<file path="src/rtl/mdu_iterative.sv">
// mdu_iterative
//   Iterative radix-2 multiply/divide unit with architectural HI/LO registers
//   for the MIPS32 core. One result bit is produced per clock. The sequence is
//   IDLE -> PREP -> ITER (WIDTH cycles) -> FIX -> IDLE.
//
// Ports
//   clk       clock, all state updates on the rising edge
//   rst       synchronous active-high reset
//   start     launch an operation (sampled only in IDLE)
//   op        00 MULTU, 01 MULT, 10 DIVU, 11 DIV
//   rs_val    operand A (multiplicand / dividend)
//   rt_val    operand B (multiplier / divisor)
//   flush     abort the in-flight operation, no result is written
//   hi_we     MTHI strobe (IDLE only)
//   lo_we     MTLO strobe (IDLE only)
//   wdata     MTHI/MTLO data
//   busy      operation in flight
//   done      one-cycle pulse, HI/LO hold the new result
//   div_zero  one-cycle pulse with done when a divide had a zero divisor
//   hi, lo    architectural HI/LO registers
module mdu_iterative #(
  parameter int WIDTH = 32
) (
  input  logic             clk,
  input  logic             rst,
  input  logic             start,
  input  logic [1:0]       op,
  input  logic [WIDTH-1:0] rs_val,
  input  logic [WIDTH-1:0] rt_val,
  input  logic             flush,
  input  logic             hi_we,
  input  logic             lo_we,
  input  logic [WIDTH-1:0] wdata,
  output logic             busy,
  output logic             done,
  output logic             div_zero,
  output logic [WIDTH-1:0] hi,
  output logic [WIDTH-1:0] lo
);

  localparam int CNT_W = (WIDTH > 2) ? $clog2(WIDTH) : 1;
  localparam logic [CNT_W-1:0] CNT_LAST = CNT_W'(WIDTH - 1);

  typedef enum logic [1:0] {
    S_IDLE = 2'b00,
    S_PREP = 2'b01,
    S_ITER = 2'b10,
    S_FIX  = 2'b11
  } state_t;

  state_t             state_q;
  logic [1:0]         op_q;
  logic [WIDTH-1:0]   a_q;        // raw operand A captured at start
  logic [WIDTH-1:0]   b_q;        // raw operand B captured at start
  logic [WIDTH-1:0]   m_q;        // |A| for multiply (addend), |B| for divide (divisor)
  logic [2*WIDTH-1:0] acc_q;      // mult: {partial product, multiplier}; div: {remainder, quotient}
  logic [CNT_W-1:0]   cnt_q;
  logic               neg_lo_q;   // negate product / quotient in FIX
  logic               neg_hi_q;   // negate remainder in FIX
  logic [WIDTH-1:0]   hi_q;
  logic [WIDTH-1:0]   lo_q;
  logic               busy_q;
  logic               done_q;
  logic               div_zero_q;

  logic               is_div_s;
  logic               is_signed_s;
  logic               sign_a_s;
  logic               sign_b_s;
  logic [WIDTH-1:0]   mag_a_s;
  logic [WIDTH-1:0]   mag_b_s;
  logic [WIDTH:0]     mul_sum_s;
  logic [2*WIDTH-1:0] mul_next_s;
  logic [WIDTH:0]     div_shift_s;
  logic [WIDTH:0]     div_diff_s;
  logic [2*WIDTH-1:0] div_next_s;
  logic [2*WIDTH-1:0] prod_s;
  logic [WIDTH-1:0]   fix_hi_s;
  logic [WIDTH-1:0]   fix_lo_s;
  logic               fix_dz_s;

  assign is_div_s    = op_q[1];
  assign is_signed_s = op_q[0];
  assign sign_a_s    = is_signed_s & a_q[WIDTH-1];
  assign sign_b_s    = is_signed_s & b_q[WIDTH-1];

  // Operand magnitudes used to seed the iteration (raw for unsigned ops).
  always_comb begin
    mag_a_s = sign_a_s ? (~a_q + {{(WIDTH-1){1'b0}}, 1'b1}) : a_q;
    mag_b_s = sign_b_s ? (~b_q + {{(WIDTH-1){1'b0}}, 1'b1}) : b_q;
  end

  // One iteration step of shift-add multiply and restoring divide.
  always_comb begin
    // Multiply: add addend into the upper half when the multiplier LSB is set,
    // then shift the whole accumulator right, carry included.
    mul_sum_s  = {1'b0, acc_q[2*WIDTH-1:WIDTH]}
               + (acc_q[0] ? {1'b0, m_q} : {(WIDTH+1){1'b0}});
    mul_next_s = {mul_sum_s, acc_q[WIDTH-1:1]};
    // Divide: shift next dividend bit into the remainder, trial-subtract the
    // divisor; bit WIDTH of the difference is the borrow.
    div_shift_s = {acc_q[2*WIDTH-1:WIDTH], acc_q[WIDTH-1]};
    div_diff_s  = div_shift_s - {1'b0, m_q};
    if (!div_diff_s[WIDTH]) begin
      div_next_s = {div_diff_s[WIDTH-1:0], acc_q[WIDTH-2:0], 1'b1};
    end else begin
      div_next_s = {div_shift_s[WIDTH-1:0], acc_q[WIDTH-2:0], 1'b0};
    end
  end

  // Sign fix-up and divide-by-zero override for the final HI/LO values.
  always_comb begin
    prod_s   = neg_lo_q ? (~acc_q + {{(2*WIDTH-1){1'b0}}, 1'b1}) : acc_q;
    fix_dz_s = 1'b0;
    if (is_div_s) begin
      if (b_q == {WIDTH{1'b0}}) begin
        fix_lo_s = {WIDTH{1'b1}};
        fix_hi_s = a_q;
        fix_dz_s = 1'b1;
      end else begin
        fix_lo_s = neg_lo_q ? (~acc_q[WIDTH-1:0] + {{(WIDTH-1){1'b0}}, 1'b1})
                            : acc_q[WIDTH-1:0];
        fix_hi_s = neg_hi_q ? (~acc_q[2*WIDTH-1:WIDTH] + {{(WIDTH-1){1'b0}}, 1'b1})
                            : acc_q[2*WIDTH-1:WIDTH];
      end
    end else begin
      fix_lo_s = prod_s[WIDTH-1:0];
      fix_hi_s = prod_s[2*WIDTH-1:WIDTH];
    end
  end

  // Control FSM, datapath registers and HI/LO architectural state.
  always_ff @(posedge clk) begin
    if (rst) begin
      state_q    <= S_IDLE;
      op_q       <= 2'b00;
      a_q        <= {WIDTH{1'b0}};
      b_q        <= {WIDTH{1'b0}};
      m_q        <= {WIDTH{1'b0}};
      acc_q      <= {(2*WIDTH){1'b0}};
      cnt_q      <= {CNT_W{1'b0}};
      neg_lo_q   <= 1'b0;
      neg_hi_q   <= 1'b0;
      hi_q       <= {WIDTH{1'b0}};
      lo_q       <= {WIDTH{1'b0}};
      busy_q     <= 1'b0;
      done_q     <= 1'b0;
      div_zero_q <= 1'b0;
    end else begin
      done_q     <= 1'b0;
      div_zero_q <= 1'b0;
      case (state_q)
        S_IDLE: begin
          if (hi_we) hi_q <= wdata;
          if (lo_we) lo_q <= wdata;
          if (start) begin
            op_q    <= op;
            a_q     <= rs_val;
            b_q     <= rt_val;
            busy_q  <= 1'b1;
            state_q <= S_PREP;
          end
        end
        S_PREP: begin
          if (flush) begin
            busy_q  <= 1'b0;
            state_q <= S_IDLE;
          end else begin
            m_q      <= is_div_s ? mag_b_s : mag_a_s;
            acc_q    <= {{WIDTH{1'b0}}, (is_div_s ? mag_a_s : mag_b_s)};
            neg_lo_q <= sign_a_s ^ sign_b_s;
            neg_hi_q <= is_div_s ? sign_a_s : (sign_a_s ^ sign_b_s);
            cnt_q    <= {CNT_W{1'b0}};
            state_q  <= S_ITER;
          end
        end
        S_ITER: begin
          if (flush) begin
            cnt_q   <= {CNT_W{1'b0}};
            busy_q  <= 1'b0;
            state_q <= S_IDLE;
          end else begin
            acc_q <= is_div_s ? div_next_s : mul_next_s;
            if (cnt_q == CNT_LAST) begin
              cnt_q   <= {CNT_W{1'b0}};
              state_q <= S_FIX;
            end else begin
              cnt_q <= cnt_q + {{(CNT_W-1){1'b0}}, 1'b1};
            end
          end
        end
        S_FIX: begin
          busy_q  <= 1'b0;
          state_q <= S_IDLE;
          if (!flush) begin
            hi_q       <= fix_hi_s;
            lo_q       <= fix_lo_s;
            done_q     <= 1'b1;
            div_zero_q <= fix_dz_s;
          end
        end
        default: begin
          busy_q  <= 1'b0;
          state_q <= S_IDLE;
        end
      endcase
    end
  end

  assign busy     = busy_q;
  assign done     = done_q;
  assign div_zero = div_zero_q;
  assign hi       = hi_q;
  assign lo       = lo_q;

endmodule
</file>
<file path="config.mk">
export PLATFORM = sky130hd
export DESIGN_NAME = mdu_iterative
export DESIGN_NICKNAME = d
export VERILOG_FILES = /design/src/rtl/mdu_iterative.sv
export SDC_FILE = /design/constraint.sdc
export NUM_CORES = 1
export LEC_CHECK = 0
export ABC_AREA = 0
export CAP_MARGIN = 20
export CORE_MARGIN = 2
export CORE_UTILIZATION = 45
export DETAILED_ROUTE_END_ITERATION = 10
export GPL_ROUTABILITY_DRIVEN = 0
export PLACE_DENSITY_LB_ADDON = 0.08
export SLEW_MARGIN = 30
export SYNTH_ARGS = -nofsm -noshare
export SYNTH_HDL_FRONTEND = slang
export SYNTH_SLANG_ARGS = --single-unit
</file>
<file path="constraint.sdc">
create_clock -name clk -period 5.6 [get_ports clk]
set_clock_uncertainty 0.05 [all_clocks]
set_input_delay 1.12 -clock clk [delete_from_list [all_inputs] [get_ports clk]]
set_output_delay 1.12 -clock clk [all_outputs]
set_load 0.005 [all_outputs]
</file>
Word-level counts from Yosys, hierarchy flattened
Cells that the tools add are included.
{"block": "totals", "in_bits": 104, "regBits": 238, "output_inout_bits": 67}
{"block": "op_classes", "eq_ne": 12, "addsub": 8, "bitwise": 11, "reduce_logical": 15, "muxes": 38}
{"operator": "32-bit 2-to-1 mux", "count": 15}
{"operator": "64-bit 2-to-1 mux", "count": 5}
{"operator": "32-bit by 1-bit adder with 32-bit output (second input constant)", "count": 4}
{"operator": "32-bit NOT", "count": 4}
{"operator": "32-bit case mux with 2 select lines", "count": 2}
{"operator": "64-bit case mux with 2 select lines", "count": 1}
{"operator": "64-bit by 1-bit adder with 64-bit output (second input constant)", "count": 1}
{"operator": "64-bit NOT", "count": 1}
{"operator": "32-bit by 32-bit adder with 33-bit output", "count": 1}
{"operator": "33-bit by 32-bit subtractor with 33-bit output", "count": 1}
{"operator": "32-bit logical NOT", "count": 1}
{"operator": "5-bit 2-to-1 mux", "count": 3}
{"operator": "2-bit inequality test (second input constant)", "count": 6}
{"operator": "5-bit case mux with 2 select lines", "count": 1}
{"operator": "2-bit AND reduction", "count": 5}
{"operator": "3-bit AND reduction", "count": 3}
{"operator": "2-bit 2-to-1 mux", "count": 4}
{"operator": "2-bit case mux with 4 select lines", "count": 1}
{"operator": "5-bit by 1-bit adder with 5-bit output (second input constant)", "count": 1}
{"operator": "5-bit equality test (second input constant)", "count": 1}
{"operator": "1-bit 2-to-1 mux", "count": 5}
{"operator": "2-bit equality test (second input constant)", "count": 2}
{"operator": "2-bit nonzero test", "count": 2}
{"operator": "2-bit OR reduction", "count": 2}
{"operator": "other kinds (9)", "count": 12}

Logic depth before layout (Yosys ltp)
{"block": "logic_depth", "depth_word": 7, "depth_mapped": 14, "depth_no_buf": 13}

Least setup slack after synthesis
OpenSTA, ideal clock, no wires.
{"block": "synth_path", "kind": "reg-to-reg", "startpoint": "reg acc_q[0]", "endpoint": "reg acc_q[58]", "stages_incl_launch_ff": 15, "required_time_ns": 5.428, "slack_ns": 2.272, "setup_ns": 0.122, "n_path_buf": 2, "arrival_ns": 3.157, "cell_sequence": "dfxtp_1 inv_1 clkbuf_1 nor2_1 ha_1 clkbuf_1 a211oi_1 o21a_1 nand2_1 a31o_2 a221o_1 a31o_2 a31oi_1 xnor2_1 o311a_1"}
{"block": "synth_via", "elab_chain_cells": 5}
{"element": "start, declared", "line": "56", "text": "logic [2*WIDTH-1:0] acc_q;"}
{"element": "start signal, assigned", "line": "140", "text": "acc_q <= {(2*WIDTH){1'b0}};"}
{"element": "start signal, assigned", "line": "170", "text": "acc_q <= {{WIDTH{1'b0}}, (is_div_s ? mag_a_s : mag_b_s)};"}
{"element": "start signal, assigned", "line": "183", "text": "acc_q <= is_div_s ? div_next_s : mul_next_s;"}
{"element": "32-bit 2-to-1 mux", "line": "98", "text": "+ (acc_q[0] ? {1'b0, m_q} : {(WIDTH+1){1'b0}});"}
{"element": "32-bit by 32-bit adder with 33-bit output", "line": "98"}
{"element": "64-bit 2-to-1 mux", "line": "183"}
{"element": "64-bit 2-to-1 mux", "line": "178", "text": "if (flush) begin"}
{"element": "64-bit case mux with 2 select lines", "line": "152", "text": "case (state_q)"}
Every way passes these cells. The select of a mux whose other input is x is not followed.
A chain may end at the register's enable or synchronous reset.

Final worst setup path
{"block": "layout_path", "startpoint": "reg acc_q[38]", "endpoint": "reg acc_q[59]"}
{"block": "layout_via", "elab_chain_cells": 5, "word_cells_on_any_way": 6, "classes_between": "add/sub (2); mux (4)"}
{"element": "33-bit by 32-bit subtractor with 33-bit output", "line": "103", "text": "div_diff_s = div_shift_s - {1'b0, m_q};"}
{"element": "64-bit 2-to-1 mux", "line": "104", "text": "if (!div_diff_s[WIDTH]) begin"}
{"element": "64-bit 2-to-1 mux (*)", "line": "183"}
{"element": "64-bit 2-to-1 mux (*)", "line": "178"}
{"element": "64-bit case mux with 2 select lines (*)", "line": "152"}
Every way passes the cells marked *; elsewhere a longest branch is shown, timed or not. The select of a mux whose other input is x is not followed.

==> impl_metrics.env <==
export IMPL_start_util_pct=45.9
export IMPL_io_pins=171
export IMPL_cap_violations=0
export IMPL_max_freq_mhz=254
export IMPL_syn_nets=2599
export IMPL_final_common_cell="nand2_1"
export IMPL_status="complete, no violations"
export IMPL_yosysTopAreaCellShare_pct=26.7
export IMPL_rsz0062_at_grt="no"
export IMPL_max_clock_path_buffers=3
export IMPL_ys_seq_area_share_pct=26.7
export IMPL_rows=72
export IMPL_r2r_slack_ps=1660
export IMPL_synth_edf_count=0
export IMPL_pre_cts_ws_ps=1780
export IMPL_port_buffers=170
export IMPL_cpPeakStageDelay_ps=710
export IMPL_hp_class="reg2reg"
export IMPL_area_growth_pct=16.4
export IMPL_multi_input_area_sq_mm=0.0122
export IMPL_htreeDepth=1
export IMPL_end_kind="flip-flop"
export IMPL_nFillCells=3834
export IMPL_die_y_um=203
export IMPL_setup_viol=0
export IMPL_ctsResizeCount=0
export IMPL_drc=0
export IMPL_insertion_delay_ps=600
export IMPL_min_period_ps=3940
export IMPL_grt_max_degree=81
export IMPL_cts_buffers=28
export IMPL_worstHoldEndpoint="hi[8]"
export IMPL_ir_worst_vdd_v=0.000253
export IMPL_drtPass1Iterations=6
export IMPL_postCtsSetupBuffers=0
export IMPL_path_cells="ha_1, and4_1, a221o_1, o21ai_0, o21ai_0, o21ai_0, xnor2_1, o311ai_0, a211oi_1"
export IMPL_core_area_sq_mm=0.0389
export IMPL_ant_nets=0
export IMPL_powerDensity_mw_per_mm2=258
export IMPL_slew_limit_headroom_pct=31.8
export IMPL_yosysUniqueCellTypes=84
export IMPL_critical_path_slowest_cell="dfxtp_1"
export IMPL_final_core_util_pct=53.4
export IMPL_synth_warnings=0
export IMPL_worst_path_most_repeated_cell="o21ai_0"
export IMPL_crit_fanout=12
export IMPL_grt_overflow_total=0
export IMPL_routed_wl_um=70000
export IMPL_viasPerCell=6.27
export IMPL_final_cell_mix="346 x nand2_1, 267 x nor2_1, 262 x a21oi_1"
export IMPL_startpoint_type="flip-flop"
export IMPL_rr_endpoint="acc_q[59]"
export IMPL_drive_gt1_share_pct=6.25
export IMPL_layout_setup_ws_ps=1660
export IMPL_wl_per_cell_um=23.2
export IMPL_cts_hold_fix_buffers=0
export IMPL_slew_violations=0
export IMPL_antenna_found_initial=2
export IMPL_worstSetupPathType="reg2reg"
export IMPL_clock_sinks=238
export IMPL_synth_top_cell_by_area="dfxtp_1"
export IMPL_dp_hpwl_um=53700
export IMPL_clk_pin_slew_ps=60
export IMPL_synth_area_leaders="dfxtp_1 27%, a21oi_1 7.3%, nand2_1 7.3%"
export IMPL_cts_tree="done"
export IMPL_grt_pass1_wl_um=105000
export IMPL_grt_pass1_vias=17500
export IMPL_drtIter0Drc=2401
export IMPL_tightest_slew_ps=1020
export IMPL_synthArstFlopShare_pct=0
export IMPL_leakagePower_nw=7.95
export IMPL_cp_data_required_time_ps=5970
export IMPL_hold_viol_final=0
export IMPL_holdCritStartpoint="hi[8]"
export IMPL_die_w_um=203
export IMPL_syn_inst=2419
export IMPL_synth_main_ff_cell="dfxtp_1"
export IMPL_nNetsFinal=2653
export IMPL_hold_depth=2
export IMPL_dr_total_vias=18900
export IMPL_dieArea_sq_mm=0.0413
export IMPL_syn_area_sq_mm=0.0179
export IMPL_grtUsageTotal_pct=33.0
export IMPL_root_buffer="clkbuf_16"
export IMPL_syn_area_per_cell_sq_um=7.39
export IMPL_ys_seq_elements=238
export IMPL_finalCritPeriodShare_pct=70.4
export IMPL_final_seq_area_sq_mm=0.00477
export IMPL_tns_ps=0
export IMPL_r2r_cells=9
export IMPL_r2r_start="acc_q[38]"
export IMPL_worstPathArrival_ps=4320
==> cell type report <==
type / instances / area share (%)
antenna: 1 / 0.0120
clock buffer: 43 / 4.07
clock inverter: 9 / 0.590
inverter: 75 / 1.35
multi-input combinational: 1928 / 58.5
sequential: 238 / 22.9
tap: 518 / 3.12
timing repair buffer: 202 / 9.38
==> how the worst max path moves through the flow <==
stage | start | to | slack [ps]
3_3_place_gp | acc_q[0] | acc_q[58] | 1790
3_5_place_dp | acc_q[0] | acc_q[58] | 1780
5_1_grt | acc_q[0] | hi[20] | 1340
6_report | acc_q[38] | acc_q[59] | 1660
4_1_cts | acc_q[0] | acc_q[58] | 1740
2_1_floorplan | acc_q[0] | acc_q[58] | 2270
==> where the power goes <==
group / switching (mW) / leakage [nW] / internal [mW]
Sequential: 0.159 / 1.95 / 1.81
Combinational: 0.877 / 5.52 / 0.585
Clock: 0.797 / 0.476 / 1.13
Total: 1.83 / 7.95 / 3.53
==> per-stage QoR <==
stage,instances,hold slack (ps),instance area [sq um],total power [mW]
after floorplan,2419,382,17900,2.85
after global placement,2960,381,19800,3.41
after detailed placement,2960,379,19800,3.42
after CTS,3012,387,20800,5.33
after global routing,3013,422,20800,5.56
final,3014,383,20800,5.36
==> worst max-delay path, delay by kind of cell (launching register included) <==
kind,cells,cell delay [ps]
xor+xnor,1,160
flops,1,710
fa+ha+maj,1,420
compound gates,6,2170
simple gates,1,260
==> cells in the mapped netlist, drive strengths merged (30+ instances only) <==
library cell and n:
nand2 348, a21oi 262, ha 74, nor2 269, nor3 57, xnor2 107
o21ai 146, a211oi 38, o211ai 30, xor2 78, dfxtp 238, o221ai 36
nand3 35, inv 74, clkbuf 154
==> cell families (layout without fill, tap and decap cells) <==
logic type      count (synthesis)  after routing  share of synthesized area (%)
other cells                     0              1                              0
xor+xnor                      185            185                           9.07
fa+ha+maj                      76             76                           5.41
buf+inv                       253            329                           5.41
compound gates                728            728                           25.9
flops                         238            238                           26.7
simple gates                  883            883                           22.6
mux                            56             56                           4.93
==> flip-flops by register name (all words and copies together) (netlist names) <==
register,cells
m_q,32
div_zero,1
neg_hi_q,1
b_q,32
neg_lo_q,1
state_q,2
cnt_q,5
busy,1
done,1
lo,32
a_q,32
acc_q,64
hi,32
op_q,2
==> metal layers <==
layer	global-route usage, %	vias up	part of all wire [%]
met3	7.43	203	10
met1	43.4	8926	40
met5	0	-	0.019
li1	-	8793	-
met2	51.7	981	44
met4	14.7	2	5.1
Power figures use the tool's default switching activity.
